==> src/rtl/uart_pkg.sv <==
// Shared definitions for the UART receiver.
//   parity_e      : decoded parity setting (none / even / odd)
//   rx_state_e    : receiver FSM states
//   MIN_BAUD_DIV  : smallest usable clocks-per-bit divisor
//   clamp_baud    : raises divisors below MIN_BAUD_DIV to MIN_BAUD_DIV
//   decode_parity : maps the 2-bit parity_mode input onto parity_e
package uart_pkg;

  localparam int unsigned MIN_BAUD_DIV = 4;

  typedef enum logic [1:0] {
    PAR_NONE = 2'b00,
    PAR_EVEN = 2'b01,
    PAR_ODD  = 2'b10
  } parity_e;

  typedef enum logic [2:0] {
    StIdle,
    StStart,
    StData,
    StParity,
    StStop
  } rx_state_e;

  function automatic logic [31:0] clamp_baud(input logic [31:0] div);
    if (div < 32'(MIN_BAUD_DIV)) begin
      return 32'(MIN_BAUD_DIV);
    end
    return div;
  endfunction

  // Encoding 2'b11 is reserved and behaves as "no parity".
  function automatic parity_e decode_parity(input logic [1:0] mode);
    case (mode)
      2'b01:   return PAR_EVEN;
      2'b10:   return PAR_ODD;
      default: return PAR_NONE;
    endcase
  endfunction

endpackage

==> src/rtl/uart_rx_if.sv <==
// Signal bundle between a UART receiver and its user.
//   baud_rate   : clocks per bit period
//   parity_mode : 00 none, 01 even, 10 odd, 11 none
//   stop_bits   : 0 one stop bit, 1 two stop bits
//   uart_rx     : asynchronous serial line, idle high, LSB first
//   rx_data     : last received word, held until the next rx_valid
//   rx_valid    : one-cycle pulse per completed frame
//   rx_error    : parity or framing error, qualified by rx_valid
//   rx_busy     : receiver is inside a frame
// Modport slave is the receiver; modport master is the user/line driver.
interface uart_rx_if #(
  parameter int unsigned DATA_WIDTH = 8
);

  logic [31:0]           baud_rate;
  logic [1:0]            parity_mode;
  logic                  stop_bits;
  logic                  uart_rx;
  logic [DATA_WIDTH-1:0] rx_data;
  logic                  rx_valid;
  logic                  rx_error;
  logic                  rx_busy;

  modport slave (
    input  baud_rate,
    input  parity_mode,
    input  stop_bits,
    input  uart_rx,
    output rx_data,
    output rx_valid,
    output rx_error,
    output rx_busy
  );

  modport master (
    output baud_rate,
    output parity_mode,
    output stop_bits,
    output uart_rx,
    input  rx_data,
    input  rx_valid,
    input  rx_error,
    input  rx_busy
  );

endinterface

==> src/rtl/uart_rx_sync.sv <==
// Two-flop synchronizer for the serial line plus falling-edge detection.
//   clk       : clock
//   rst       : synchronous active-high reset
//   rx_i      : raw asynchronous serial line
//   rx_sync_o : synchronized line level
//   fall_o    : synchronized 1->0 transition seen this cycle
// Both synchronizer flops reset to 1. The edge detector only reports a fall
// once a genuine high has come out of the synchronizer after reset, so a line
// that is low through and out of reset never looks like a start bit.
module uart_rx_sync (
  input  logic clk,
  input  logic rst,
  input  logic rx_i,
  output logic rx_sync_o,
  output logic fall_o
);

  logic [1:0] sync_q;
  // fill_q[1] is set once sync_q[1] holds a real line sample, not a reset value.
  logic [1:0] fill_q;
  // Previous synchronized sample, forced low until it is a real high.
  logic       prev_q;

  always_ff @(posedge clk) begin
    if (rst) begin
      sync_q <= 2'b11;
      fill_q <= 2'b00;
      prev_q <= 1'b0;
    end else begin
      sync_q <= {sync_q[0], rx_i};
      fill_q <= {fill_q[0], 1'b1};
      prev_q <= fill_q[1] & sync_q[1];
    end
  end

  always_comb begin
    rx_sync_o = sync_q[1];
    fall_o    = prev_q & ~sync_q[1];
  end

endmodule

==> src/rtl/uart_rx.sv <==
// UART receiver: start-bit qualification, DATA_WIDTH data bits LSB first,
// optional even/odd parity, one or two stop bits.
//   clk : clock
//   rst : synchronous active-high reset, aborts any frame in progress
//   bus : uart_rx_if slave modport (configuration, serial line, results)
// Configuration is latched at start-bit detection and held for the frame.
// The baud counter counts down to zero and reloads on every sample, so it
// never wraps inside a bit period.
module uart_rx
  import uart_pkg::*;
#(
  parameter int unsigned DATA_WIDTH = 8
) (
  input  logic     clk,
  input  logic     rst,
  uart_rx_if.slave bus
);

  localparam int unsigned BitCntW = (DATA_WIDTH > 1) ? $clog2(DATA_WIDTH) : 1;

  logic                  rx_s;
  logic                  fall;

  rx_state_e             state_q, state_d;
  logic [31:0]           cnt_q, cnt_d;
  logic [BitCntW-1:0]    bit_cnt_q, bit_cnt_d;
  logic [DATA_WIDTH-1:0] shift_q, shift_d;
  logic [31:0]           baud_q, baud_d;
  parity_e               par_q, par_d;
  logic                  two_stop_q, two_stop_d;
  logic                  par_err_q, par_err_d;
  logic                  frm_err_q, frm_err_d;
  logic [DATA_WIDTH-1:0] rx_data_q, rx_data_d;
  logic                  rx_valid_q, rx_valid_d;
  logic                  rx_error_q, rx_error_d;

  logic [31:0]           baud_eff;
  logic                  tick;

  uart_rx_sync u_sync (
    .clk       (clk),
    .rst       (rst),
    .rx_i      (bus.uart_rx),
    .rx_sync_o (rx_s),
    .fall_o    (fall)
  );

  assign baud_eff = clamp_baud(bus.baud_rate);
  assign tick     = (cnt_q == 32'd0);

  always_ff @(posedge clk) begin
    if (rst) begin
      state_q    <= StIdle;
      cnt_q      <= '0;
      bit_cnt_q  <= '0;
      shift_q    <= '0;
      baud_q     <= '0;
      par_q      <= PAR_NONE;
      two_stop_q <= 1'b0;
      par_err_q  <= 1'b0;
      frm_err_q  <= 1'b0;
      rx_data_q  <= '0;
      rx_valid_q <= 1'b0;
      rx_error_q <= 1'b0;
    end else begin
      state_q    <= state_d;
      cnt_q      <= cnt_d;
      bit_cnt_q  <= bit_cnt_d;
      shift_q    <= shift_d;
      baud_q     <= baud_d;
      par_q      <= par_d;
      two_stop_q <= two_stop_d;
      par_err_q  <= par_err_d;
      frm_err_q  <= frm_err_d;
      rx_data_q  <= rx_data_d;
      rx_valid_q <= rx_valid_d;
      rx_error_q <= rx_error_d;
    end
  end

  always_comb begin
    state_d    = state_q;
    cnt_d      = cnt_q;
    bit_cnt_d  = bit_cnt_q;
    shift_d    = shift_q;
    baud_d     = baud_q;
    par_d      = par_q;
    two_stop_d = two_stop_q;
    par_err_d  = par_err_q;
    frm_err_d  = frm_err_q;
    rx_data_d  = rx_data_q;
    rx_valid_d = 1'b0;
    rx_error_d = rx_error_q;

    unique case (state_q)
      StIdle: begin
        if (fall) begin
          state_d    = StStart;
          baud_d     = baud_eff;
          // The detection cycle counts toward the half-bit wait, hence -2.
          cnt_d      = (baud_eff >> 1) - 32'd2;
          par_d      = decode_parity(bus.parity_mode);
          two_stop_d = bus.stop_bits;
          par_err_d  = 1'b0;
          frm_err_d  = 1'b0;
        end
      end

      StStart: begin
        if (tick) begin
          if (rx_s) begin
            // Line back high at mid start bit: glitch, not a frame.
            state_d = StIdle;
            cnt_d   = '0;
          end else begin
            state_d   = StData;
            cnt_d     = baud_q - 32'd1;
            bit_cnt_d = BitCntW'(DATA_WIDTH - 1);
          end
        end else begin
          cnt_d = cnt_q - 32'd1;
        end
      end

      StData: begin
        if (tick) begin
          shift_d = {rx_s, shift_q[DATA_WIDTH-1:1]};
          cnt_d   = baud_q - 32'd1;
          if (bit_cnt_q == '0) begin
            if (par_q != PAR_NONE) begin
              state_d = StParity;
            end else begin
              state_d   = StStop;
              bit_cnt_d = two_stop_q ? BitCntW'(1) : '0;
            end
          end else begin
            bit_cnt_d = bit_cnt_q - BitCntW'(1);
          end
        end else begin
          cnt_d = cnt_q - 32'd1;
        end
      end

      StParity: begin
        if (tick) begin
          // XOR over data and parity bit must be 0 for even, 1 for odd.
          par_err_d = ((^shift_q) ^ rx_s) != (par_q == PAR_ODD);
          state_d   = StStop;
          bit_cnt_d = two_stop_q ? BitCntW'(1) : '0;
          cnt_d     = baud_q - 32'd1;
        end else begin
          cnt_d = cnt_q - 32'd1;
        end
      end

      StStop: begin
        if (tick) begin
          if (!rx_s) begin
            frm_err_d = 1'b1;
          end
          if (bit_cnt_q == '0) begin
            state_d    = StIdle;
            cnt_d      = '0;
            rx_valid_d = 1'b1;
            rx_data_d  = shift_q;
            rx_error_d = par_err_q | frm_err_q | ~rx_s;
          end else begin
            bit_cnt_d = bit_cnt_q - BitCntW'(1);
            cnt_d     = baud_q - 32'd1;
          end
        end else begin
          cnt_d = cnt_q - 32'd1;
        end
      end

      default: begin
        state_d = StIdle;
      end
    endcase
  end

  assign bus.rx_data  = rx_data_q;
  assign bus.rx_valid = rx_valid_q;
  assign bus.rx_error = rx_error_q;
  assign bus.rx_busy  = (state_q != StIdle);

endmodule

==> src/flat_wrapper.sv <==
// flat-port wrapper written by rule: the top's interface ports become plain ports
module uart_rx_flat import uart_pkg::*;
#(
  parameter int unsigned DATA_WIDTH = 8
)
  (clk, rst, bus_baud_rate, bus_parity_mode, bus_stop_bits, bus_uart_rx, bus_rx_data, bus_rx_valid, bus_rx_error, bus_rx_busy);
  uart_rx_if #(.DATA_WIDTH(DATA_WIDTH)) bus_i ();
  input  logic clk;
  input  logic rst;
  input wire logic [$bits(bus_i.baud_rate)-1:0] bus_baud_rate;
  input wire logic [$bits(bus_i.parity_mode)-1:0] bus_parity_mode;
  input wire logic [$bits(bus_i.stop_bits)-1:0] bus_stop_bits;
  input wire logic [$bits(bus_i.uart_rx)-1:0] bus_uart_rx;
  output wire logic [$bits(bus_i.rx_data)-1:0] bus_rx_data;
  output wire logic [$bits(bus_i.rx_valid)-1:0] bus_rx_valid;
  output wire logic [$bits(bus_i.rx_error)-1:0] bus_rx_error;
  output wire logic [$bits(bus_i.rx_busy)-1:0] bus_rx_busy;
  assign bus_i.baud_rate = bus_baud_rate;
  assign bus_i.parity_mode = bus_parity_mode;
  assign bus_i.stop_bits = bus_stop_bits;
  assign bus_i.uart_rx = bus_uart_rx;
  assign bus_rx_data = bus_i.rx_data;
  assign bus_rx_valid = bus_i.rx_valid;
  assign bus_rx_error = bus_i.rx_error;
  assign bus_rx_busy = bus_i.rx_busy;
  uart_rx #(.DATA_WIDTH(DATA_WIDTH)) u_core (.clk(clk), .rst(rst), .bus(bus_i));
endmodule
==> config.mk <==
export PLATFORM = sky130hd
export DESIGN_NAME = uart_rx_flat
export DESIGN_NICKNAME = d
export VERILOG_FILES = /design/src/rtl/uart_pkg.sv /design/src/rtl/uart_rx_if.sv /design/src/rtl/uart_rx_sync.sv /design/src/rtl/uart_rx.sv /design/src/flat_wrapper.sv
export SDC_FILE = /design/constraint.sdc
export NUM_CORES = 1
export LEC_CHECK = 0
export BUFFER_PORTS_ARGS = -buffer_cell sky130_fd_sc_hd__buf_2
export CAP_MARGIN = 20
export CORE_MARGIN = 5
export CORE_UTILIZATION = 45
export CTS_CLUSTER_DIAMETER = 60
export DETAILED_ROUTE_END_ITERATION = 8
export GPL_ROUTABILITY_DRIVEN = 1
export MAX_ROUTING_LAYER = met4
export PLACE_DENSITY = 0.65
export SLEW_MARGIN = 20
export SYNTH_ARGS = -nofsm -noshare
export SYNTH_HDL_FRONTEND = slang
export SYNTH_SLANG_ARGS = --single-unit
==> constraint.sdc <==
create_clock -name clk -period 2.8 [get_ports clk]
set_clock_uncertainty 0.1 [all_clocks]
set_input_delay 0.28 -clock clk [delete_from_list [all_inputs] [get_ports clk]]
set_output_delay 0.28 -clock clk [all_outputs]
set_load 0.02 [all_outputs]
==> qor.csv, run 1 <==
stage;metric;value;unit
run_status;status;finished clean;
synthesis;Synth Area per Inst;7.40;um2
sta;worst setup margin;48.0;ps
setup_path;most common cell type on the critical path;or4_1;
sta;Worst Max-Slew Pin Slew;809;ps
placed_design;# port buffers;48;
setup_path;R2R cell count;6;
global_route;total track usage;26.3;%
final_layout;share of cells above drive strength 1;20.4;%
sta;fin crit share;98.3;%
final_layout;filler instances;1306;
setup_path;endpoint type of the worst setup path;register;
synthesis;Yosys cell types;63;
clock_tree;Max clock buf depth;2;
sta;Slew Limit Fails;0;
floorplanning;cell row count;42;
final_layout;most frequent cells in the layout;nand2_1 (145), buf_4 (98), dfxtp_1 (98);
synthesis;ys flop type;dfxtp_1;
final_layout;Final Cell Area;7520;um2
final_layout;final core occ;56.3;%
worst_hold_path;Hold Crit Depth;3;
sta;maximum clock frequency;0.363;GHz
power;leakage power total;0.00297;uW
sta;Tmin final;2750;ps
synthesis;Mapped Cells;836;
setup_path;kind of critical path;register to register;
power;peak supply drop;0.000281;V
setup_path;CP Max Fanout;5;
clock_tree;Root Buffer;clkbuf_16;
floorplanning;IO Pins;49;
final_layout;most common cell after layout, fill and taps aside;nand2_1;
synthesis;sequential share of the synthesized area;31.7;%
clock_tree;Clock Sinks;98;
synthesis;syn_nets;880;
synthesis;Synth Warn #;0;
clock_tree;Clock Latency Late Sink;360;ps
clock_tree;H-tree lvl count;3;
setup_path;worst path required time;2930;ps
global_route;wire length of the first global-routing pass;33400;um
drt;via/cell ratio;6.06;
global_route;number of global-route vias before repair;6373;
placed_design;gpl congestion;0.973;
final_layout;nets;987;
floorplanning;Chip Height;127;um
global_route;initial antenna violation count;1;
setup_path;worst path cell trace;or4_1 -> or4_1 -> nor4_1 -> xor2_1 -> a211oi_1 -> o22ai_1;
placed_design;placed cell area;7200;um2
sta;Final Setup Violations;0;
setup_path;crit path launch type;register;
sta;Slew HR;46.0;%
synthesis;cell area after synthesis;6190;um2
drt;drt total wl;21000;um
floorplanning;full die area;16200;um2
placed_design;post-place setup slack;-223;ps
drt;Vias;6821;
sta;Final Hold Fails;0;
synthesis;#FFs+latches synth;98;
floorplanning;core area;13300;um2
clock_tree;CTS clk-pin slew, worst paths;70;ps
global_route;largest net degree at the start of global routing;36;
setup_path;slowest stage delay, CP;670;ps
sta;RSZ-0062 raised after global routing;true;
worst_hold_path;min-delay worst type;primary input to register;
placed_design;DP HPWL;15500;um
floorplanning;Initial Utilization;46.4;%
global_route;grt total ovfl;0;
synthesis;EDFF count, synth;0;
clock_tree;TritonCTS clock tree;built;
final_layout;multi-input logic area;4000;um2
drt;DRT Pass-1 Iters;6;
setup_path;slowest CP cell;or4_1;
synthesis;Synth async-reset ratio;0;%
final_layout;synthesis-to-finish area growth;21.5;%
clock_tree;Num CTS Buffers;9;
flow_run;maxcap violations;0;
power;Power, Total;3710;uW
drt;residual DRC count;0;
drt;Routed Antenna Nets;0;
setup_path;crit path DAT;2880;ps
power;Power per Cell Area;494;nW/um2
floorplanning;Die Wd;127;um
drt;1st-iter DRT viols;795;
sta;worst hold slack;79.0;ps
final_layout;Reg area;1960;um2
drt;WL/cell;18.7;um
[state kept, by name, summed over array words and instances (netlist names), 3 cells and up]
register            flops
u_core.cnt_q           32
u_core.bus.rx_data      8
u_core.baud_q          32
u_core.shift_q          8
u_core.bit_cnt_q        3
u_core.state_q          3
[what timing repair did]
item,4_1_cts,5_1_grt
resized for setup,0,4
setup endpoints to repair,0,9
hold endpoints to repair,1,0
setup buffers,0,0
hold buffers,1,0
[metal layers]
metal	part of all wire, %	track usage (%)	vias up	wire (um)
met5	0	-	-	0
met4	2.6	9.78	0	540
met3	7.1	4.01	45	1490
met2	46	40.5	275	9720
met1	44	35.1	3244	9280
li1	-	-	3257	-
[where the power goes]
group / internal, uW / switching [uW]
Combinational: 409 / 628
Sequential: 1420 / 31.5
Clock: 619 / 605
Total: 2450 / 1260
[Yosys cell counts (4+ instances only)]
cell type,number,area [um2]
dfxtp_1,98,1960
ha_1,6,75.1
inv_1,12,45.0
xor2_1,29,254
nand3_1,20,100
or3_1,16,100
a31oi_1,6,37.5
or4_1,15,113
a21oi_1,93,465
nor3_1,49,245
clkbuf_1,47,176
nand4_1,9,56.3
nor4_1,30,188
and2_1,5,31.3
a22oi_1,4,30.0
o21ai_0,35,175
nand2_1,145,544
nand3b_1,5,37.5
a211oi_1,19,143
xnor2_1,41,359
or2_2,10,62.6
o211ai_1,5,37.5
o31ai_1,11,82.6
nor4b_1,5,43.8
nor2b_1,7,43.8
and3_1,7,43.8
nor2_1,44,165
[through the flow]
stage / TNS [ps] / std cells
final: 0 / 1125
after global routing: -6.75 / 1125
after CTS: 0 / 1124
after detailed placement: -1800 / 1107
after global placement: -731 / 1107
after floorplan: 0 / 836
[logic make-up after synthesis]
family	count (synthesis)	share of synthesized area, %
AND/OR/NAND/NOR	384	31.2
flip-flops	98	31.7
adder cells (fa/ha/maj)	6	1.21
AO/OA/AOI/OAI	212	21.3
XOR/XNOR	70	9.91
multiplexers	2	0.324
buffers and inverters	64	4.33
[critical path, delay by kind of cell (launching register included)]
kind / cells / cell delay [ps]
xor+xnor: 1 / 180
simple gates: 3 / 1600
compound gates: 2 / 380
flops: 1 / 360
[layout make-up]
cell class / count / share of cell area [%]
clock buffer: 9 / 3.00
sequential: 98 / 26.1
clock inverter: 7 / 0.799
tap: 176 / 2.93
antenna: 1 / 0.0333
inverter: 12 / 0.599
multi-input combinational: 674 / 53.2
timing repair buffer: 148 / 13.4
[final timing paths]
check	from	end	slack (ps)
worst min register to register	u_core.u_sync.sync_q[0]$_SDFF_PP1_	u_core.u_sync.sync_q[1]$_SDFF_PP1_	320
worst min-delay path	bus_baud_rate[0]	u_core.baud_q[0]$_SDFFE_PP0P_	80
worst max register to register	u_core.baud_q[6]$_SDFFE_PP0P_	u_core.cnt_q[31]$_SDFFE_PP0P_	50
worst max-delay path	u_core.baud_q[6]$_SDFFE_PP0P_	u_core.cnt_q[31]$_SDFFE_PP0P_	50
No activity file was read; power rests on OpenSTA's default activity.
==> run 2, diff against run 1 <==
- CORE_UTILIZATION: 45 -> 30
- PLACE_DENSITY: 0.65 -> 0.47
==> run 2 against run 1 <==
Routed wire length up 3.9%. Highest routed layer unchanged. Via count fell by 4.6%. Power is 2.2% higher. Combinational power about the same. First-iteration DRC count decreased by 49%. Critical path depth rose by 2. Cell count is 8.4% higher. Global-route usage fell by 7.5 points. Critical endpoint is now u_core.cnt_q[20]$_SDFFE_PP0P_. Non-clock buffer count grew 1.
==> qor.csv, run 2 (synthesized netlist as in run 1, its figures left out) <==
stage;metric;value;unit
clock_tree;Clock Sinks;98;
clock_tree;Max clock buf depth;2;
final_layout;most common cell after layout, fill and taps aside;nand2_1;
placed_design;gpl congestion;0.866;
run_status;status;finished clean;
final_layout;Largest regs;u_core.baud_q: 32 flops, u_core.cnt_q: 32 flops;
global_route;initial antenna violation count;0;
drt;WL/cell;17.9;um
floorplanning;cell row count;52;
floorplanning;Die Wd;154;um
setup_path;most common cell type on the critical path;a211oi_1;
sta;Slew Limit Fails;0;
setup_path;slowest stage delay, CP;510;ps
final_layout;nets;988;
sta;RSZ-0062 raised after global routing;true;
setup_path;CP delay by family, top;simple AND/OR/NAND/NOR gates;
setup_path;worst r2r dst;u_core.cnt_q[20]$_SDFFE_PP0P_;
global_route;number of global-route vias before repair;6221;
power;Power per Cell Area;496;nW/um2
worst_hold_path;min-delay worst type;primary input to register;
floorplanning;IO Pins;49;
setup_path;slowest CP cell;or4_1;
setup_path;critical path buffer and inverter count;1;
sta;worst hold slack;11.1;ps
setup_path;worst path cell trace;inv_1 -> ha_2 -> or4b_4 -> or3_4 -> or4_1 -> a211oi_2 -> a211oi_1 -> a211oi_1;
floorplanning;full die area;23600;um2
drt;via/cell ratio;5.34;
power;leakage power total;0.00299;uW
flow_run;maxcap violations;0;
sta;maximum clock frequency;0.369;GHz
clock_tree;Clock Latency Late Sink;370;ps
final_layout;final cell count without fillers;1219;
sta;Worst Max-Slew Pin Slew;670;ps
sta;Slew HR;55.2;%
setup_path;endpoint type of the worst setup path;register;
clock_tree;Post-CTS Setup Bufs;0;
final_layout;synthesis-to-finish area growth;23.5;%
floorplanning;Chip Height;154;um
setup_path;CP Max Fanout;4;
power;internal power;2470;uW
floorplanning;Initial Utilization;30.5;%
final_layout;share of cells above drive strength 1;20.3;%
setup_path;flop2flop setup slack;90;ps
drt;Vias;6509;
final_layout;most frequent cells in the layout;nand2_1 (145), buf_4 (101), dfxtp_1 (98);
power;Power, Total;3790;uW
drt;1st-iter DRT viols;409;
power;peak supply drop;0.000337;V
setup_path;R2R cell count;8;
placed_design;dpl cells;1203;
setup_path;worst path required time;2980;ps
drt;residual DRC count;0;
sta;Final Setup Violations;0;
clock_tree;Root Buffer;clkbuf_16;
placed_design;DP HPWL;16300;um
global_route;total track usage;18.9;%
power;Clock Power Share;34.3;%
worst_hold_path;Worst Hold End;u_core.u_sync.sync_q[0]$_SDFF_PP1_;
final_layout;Final Cell Area;7640;um2
clock_tree;TritonCTS clock tree;built;
power;switch share;34.9;%
sta;Tmin final;2710;ps
setup_path;reg2reg start;u_core.baud_q[1]$_SDFFE_PP0P_;
setup_path;crit path launch type;register;
global_route;largest net degree at the start of global routing;47;
sta;fin crit share;96.7;%
placed_design;placed cell area;7320;um2
setup_path;kind of critical path;register to register;
setup_path;crit path DAT;2890;ps
power;register share of total power;38.2;%
floorplanning;core area;20300;um2
global_route;grt total ovfl;0;
placed_design;# port buffers;48;
final_layout;Ant. Diodes;0;
drt;drt total wl;21800;um
power;P_sw;1320;uW
power;combinational power share;27.5;%
drt;DRT Pass-1 Iters;5;
worst_hold_path;hold path start;bus_uart_rx;
drt;Routed Antenna Nets;0;
clock_tree;CTS clk-pin slew, worst paths;80;ps
worst_hold_path;Hold Crit Depth;2;
sta;Final Hold Fails;0;
clock_tree;H-tree lvl count;3;
global_route;wire length of the first global-routing pass;35000;um
clock_tree;Num CTS Buffers;9;
run 2: metrics by stage:
stage / TNS [ps] / utilization, % / setup slack [ps]
2_1_floorplan: 0 / - / 1.04
3_3_place_gp: -298 / 36.0 / -89.8
3_5_place_dp: -939 / 36.0 / -136
4_1_cts: 0 / 37.5 / 68.5
5_1_grt: -56.0 / 37.6 / -52.1
6_report: 0 / 37.6 / 91.4
run 2: power groups by stage:
stage                     combinational [uW]  clock, uW  sequential (uW)
after floorplan                          627          0             1470
after global placement                  1040          0             1480
after detailed placement                1030          0             1480
after CTS                               1030       1330             1450
after global routing                    1140       1390             1450
final                                   1040       1300             1450
run 2: area by class of cell:
cell class | count | area [um2]
clock inverters | 7 | 81.3
clock buffers | 9 | 225
well taps | 270 | 338
flip-flops and latches | 98 | 1960
fillers | 2235 | 12700
inverters | 12 | 45.0
repair buffers | 149 | 998
multi-input cells | 674 | 3990
run 2: worst max-delay path by stage:
stage,start,to,slack [ps],depth (start not counted)
CTS,u_core.baud_q[1]$_SDFFE_PP0P_,u_core.cnt_q[20]$_SDFFE_PP0P_,70,8
global placement,bus_baud_rate[24],u_core.cnt_q[19]$_SDFFE_PP0P_,-90,14
global route,u_core.baud_q[1]$_SDFFE_PP0P_,u_core.cnt_q[20]$_SDFFE_PP0P_,-50,8
floorplan,bus_baud_rate[11],u_core.cnt_q[29]$_SDFFE_PP0P_,1,12
finish,u_core.baud_q[1]$_SDFFE_PP0P_,u_core.cnt_q[20]$_SDFFE_PP0P_,90,8
detailed placement,bus_baud_rate[24],u_core.cnt_q[19]$_SDFFE_PP0P_,-140,14
run 2: repair_timing:
| item | CTS | global route |
|---|---|---|
| gates resized for setup | 0 | 4 |
| setup endpoints to repair | 0 | 4 |
| hold buffers | 0 | 0 |
run 2: routing by layer:
layer  GRT usage, %  routed length, um
met3           2.33                769
met4           4.96                393
met1           25.9              10700
met5              -                  0
met2           29.5              10000
==> run 3, diff against run 2 <==
- ABC_AREA: unset -> 1
- CTS_CLUSTER_DIAMETER: 60 -> unset
==> run 3 against run 2 <==
Cell area up 4.6%. First-iteration DRC count up 40%. Power is 100% higher. Combinational power rose to 4.3 times the previous value. Core utilization is 3.4 points lower. Register-to-register slack gained 320 ps. Critical path type unchanged. Clock-buffer cell count unchanged. Routed wire length grew 17%.
==> qor.csv, run 3 <==
stage;metric;value;unit
run_status;status;finished clean;
sta;RSZ-0062 raised after global routing;false;
power;P_sw;4120;uW
power;Power, Total;7740;uW
floorplanning;Die Wd;163;um
setup_path;kind of critical path;register to register;
sta;worst setup margin;416;ps
synthesis;Yosys cell types;45;
sta;Worst Max-Slew Pin Slew;544;ps
synthesis;Yosys top cell by area;dfxtp_1;
drt;residual DRC count;0;
final_layout;synthesis-to-finish area growth;13.1;%
global_route;initial antenna violation count;0;
synthesis;top-area cell type share of the netlist area;27.8;%
synthesis;main area contributors after synthesis;dfxtp_1 (28%), nand2_1 (12%), nor2_1 (9.7%);
synthesis;sequential share of the synthesized area;27.8;%
synthesis;EDFF count, synth;0;
sta;setup TNS;0;ps
clock_tree;Root Buffer;clkbuf_16;
sta;Final Setup Violations;0;
placed_design;gpl congestion;0.911;
setup_path;crit path launch type;register;
power;combinational power share;58.2;%
clock_tree;Clock Sinks;98;
global_route;largest net degree at the start of global routing;62;
power;switch share;53.2;%
synthesis;most common cell in the netlist;nand2_1;
synthesis;cell area after synthesis;7070;um2
final_layout;most frequent cells in the layout;nand2_1 (232), nor2_1 (182), inv_1 (131);
global_route;GRT met1 Usage;29.0;%
clock_tree;CTS clk-pin slew, worst paths;80;ps
synthesis;Mapped Cells;1159;
sta;fin crit share;85.1;%
synthesis;#FFs+latches synth;98;
clock_tree;Clock Latency Late Sink;360;ps
final_layout;final core occ;34.3;%
floorplanning;Chip Height;163;um
final_layout;share of cells above drive strength 1;11.7;%
drt;Vias;7532;
global_route;total track usage;19.7;%
final_layout;nets;1247;
global_route;grt met3 use;1.97;%
clock_tree;Num CTS Buffers;9;
synthesis;syn_nets;1203;
placed_design;# port buffers;48;
power;peak supply drop;0.000582;V
synthesis;Synth async-reset ratio;0;%
setup_path;critical path buffer and inverter count;1;
setup_path;endpoint type of the worst setup path;register;
power;leakage power total;0.00379;uW
power;internal power;3630;uW
floorplanning;cell row count;56;
global_route;GR Util met2;28.5;%
drt;drt total wl;25700;um
setup_path;crit path DAT;2540;ps
power;Power per Cell Area;969;nW/um2
power;Clock Power Share;16.7;%
synthesis;ys flop type;dfxtp_1;
drt;DRT Pass-1 Iters;5;
global_route;number of global-route vias before repair;7053;
final_layout;Ant. Diodes;0;
worst_hold_path;min-delay worst type;primary input to register;
floorplanning;IO Pins;49;
clock_tree;Max clock buf depth;2;
sta;Slew Limit Fails;0;
global_route;busiest grt layer;met1;
drt;Routed Antenna Nets;0;
floorplanning;full die area;26700;um2
setup_path;most common cell type on the critical path;nor2_1;
clock_tree;Post-CTS Setup Bufs;0;
synthesis;top post-synthesis cells by count;nand2_1 (232), nor2_1 (182), inv_1 (131);
synthesis;Synth Warn #;0;
drt;WL/cell;16.8;um
floorplanning;core area;23300;um2
setup_path;worst path required time;2960;ps
setup_path;slowest stage delay, CP;340;ps
synthesis;Synth Area per Inst;6.10;um2
sta;Slew HR;63.7;%
placed_design;DP HPWL;20300;um
floorplanning;Initial Utilization;30.3;%
setup_path;CP delay by family, top;simple AND/OR/NAND/NOR gates;
setup_path;worst path cell trace;inv_1 -> ha_1 -> nand2_1 -> nor2_4 -> nand3_1 -> nor2_1 -> nand2_1 -> nor2_1 -> nand3_1 -> nand3_1 -> nand2_1 -> nor2_1 -> nor2_1;
drt;1st-iter DRT viols;572;
clock_tree;TritonCTS clock tree;built;
clock_tree;H-tree lvl count;3;
drt;via/cell ratio;4.93;
global_route;wire length of the first global-routing pass;39800;um
power;register share of total power;25.1;%
setup_path;CP Max Fanout;5;
sta;Final Hold Fails;0;
sta;Tmin final;2380;ps
global_route;grt total ovfl;0;
final_layout;most common cell after layout, fill and taps aside;nand2_1;
final_layout;Largest regs;u_core.baud_q: 32 flops, u_core.cnt_q: 32 flops;
sta;maximum clock frequency;0.419;GHz
placed_design;post-place setup slack;275;ps
flow_run;maxcap violations;0;
setup_path;slowest CP cell;dfxtp_1;
run 3: cell types whose count changed after synthesis, moves of 13 or more:
cell      previous run  this run
nand2_1            145       232
nand4_1              9        31
nor3_1              49        15
or3_1               16         0
nor2_1              44       182
nand3_1             20        95
o21ai_1              0        13
nor4_1              30         2
or4_1               15         0
xnor2_1             41        11
o21ai_0             35       100
clkbuf_1            47        22
inv_1               12       131
run 3: final timing paths:
kind,start,to,slack [ps],depth (start not counted)
worst min-delay path,bus_baud_rate[29],u_core.baud_q[29]$_SDFFE_PP0P_,100,3
worst max-delay path,u_core.cnt_q[0]$_SDFFE_PP0P_,u_core.cnt_q[22]$_SDFFE_PP0P_,420,13
worst max register to register,u_core.cnt_q[0]$_SDFFE_PP0P_,u_core.cnt_q[22]$_SDFFE_PP0P_,420,13
worst min register to register,u_core.u_sync.fill_q[0]$_DFF_P_,u_core.u_sync.fill_q[1]$_SDFF_PP0_,310,2
run 3: cell type report:
type / count / area [um2]
fillers: 2638 / 15300
multi-input cells: 883 / 4400
flip-flops and latches: 98 / 1960
inverters: 145 / 549
well taps: 319 / 399
repair buffers: 66 / 378
clock buffers: 9 / 225
clock inverters: 7 / 78.8
run 3: cell families after synthesis:
kind of cell    synth area share (%)
buf+inv                         9.93
compound gates                  17.6
fa+ha+maj                       1.06
simple gates                    39.1
flops                           27.8
xor+xnor                        4.59
run 3: power by group through the flow:
stage	logic [uW]	registers, uW	clock network, uW
finish	4510	1940	1290
global route	5040	1980	1380
CTS	4490	1930	1320
detailed placement	4470	1970	0
global placement	4480	1970	0
floorplan	3220	1890	0
run 3: what timing repair did:
item,4_1_cts,5_1_grt
hold buffers,1,0
resized for setup,0,0
hold endpoints to repair,1,0
run 3: worst min-delay path, cell delays in order:
cell,delay [ps]
buf_2,110
inv_1,70
a21oi_1,60
run 3: per-layer routing:
| layer | part of all wire [%] | vias to the layer above | wire length [um] |
|---|---|---|---|
| met3 | 4.5 | 33 | 1140 |
| li1 | - | 3877 | - |
| met5 | 0 | - | 0 |
| met2 | 43 | 203 | 11000 |
| met4 | 2.4 | 0 | 609 |
| met1 | 50 | 3419 | 13000 |
run 3: through the flow:
stage	area [um2]	hold WS, ps	instances
floorplan	7070	284	1159
global placement	7680	291	1510
detailed placement	7680	300	1510
CTS	7990	106	1527
global route	7990	122	1527
finish	7990	104	1527
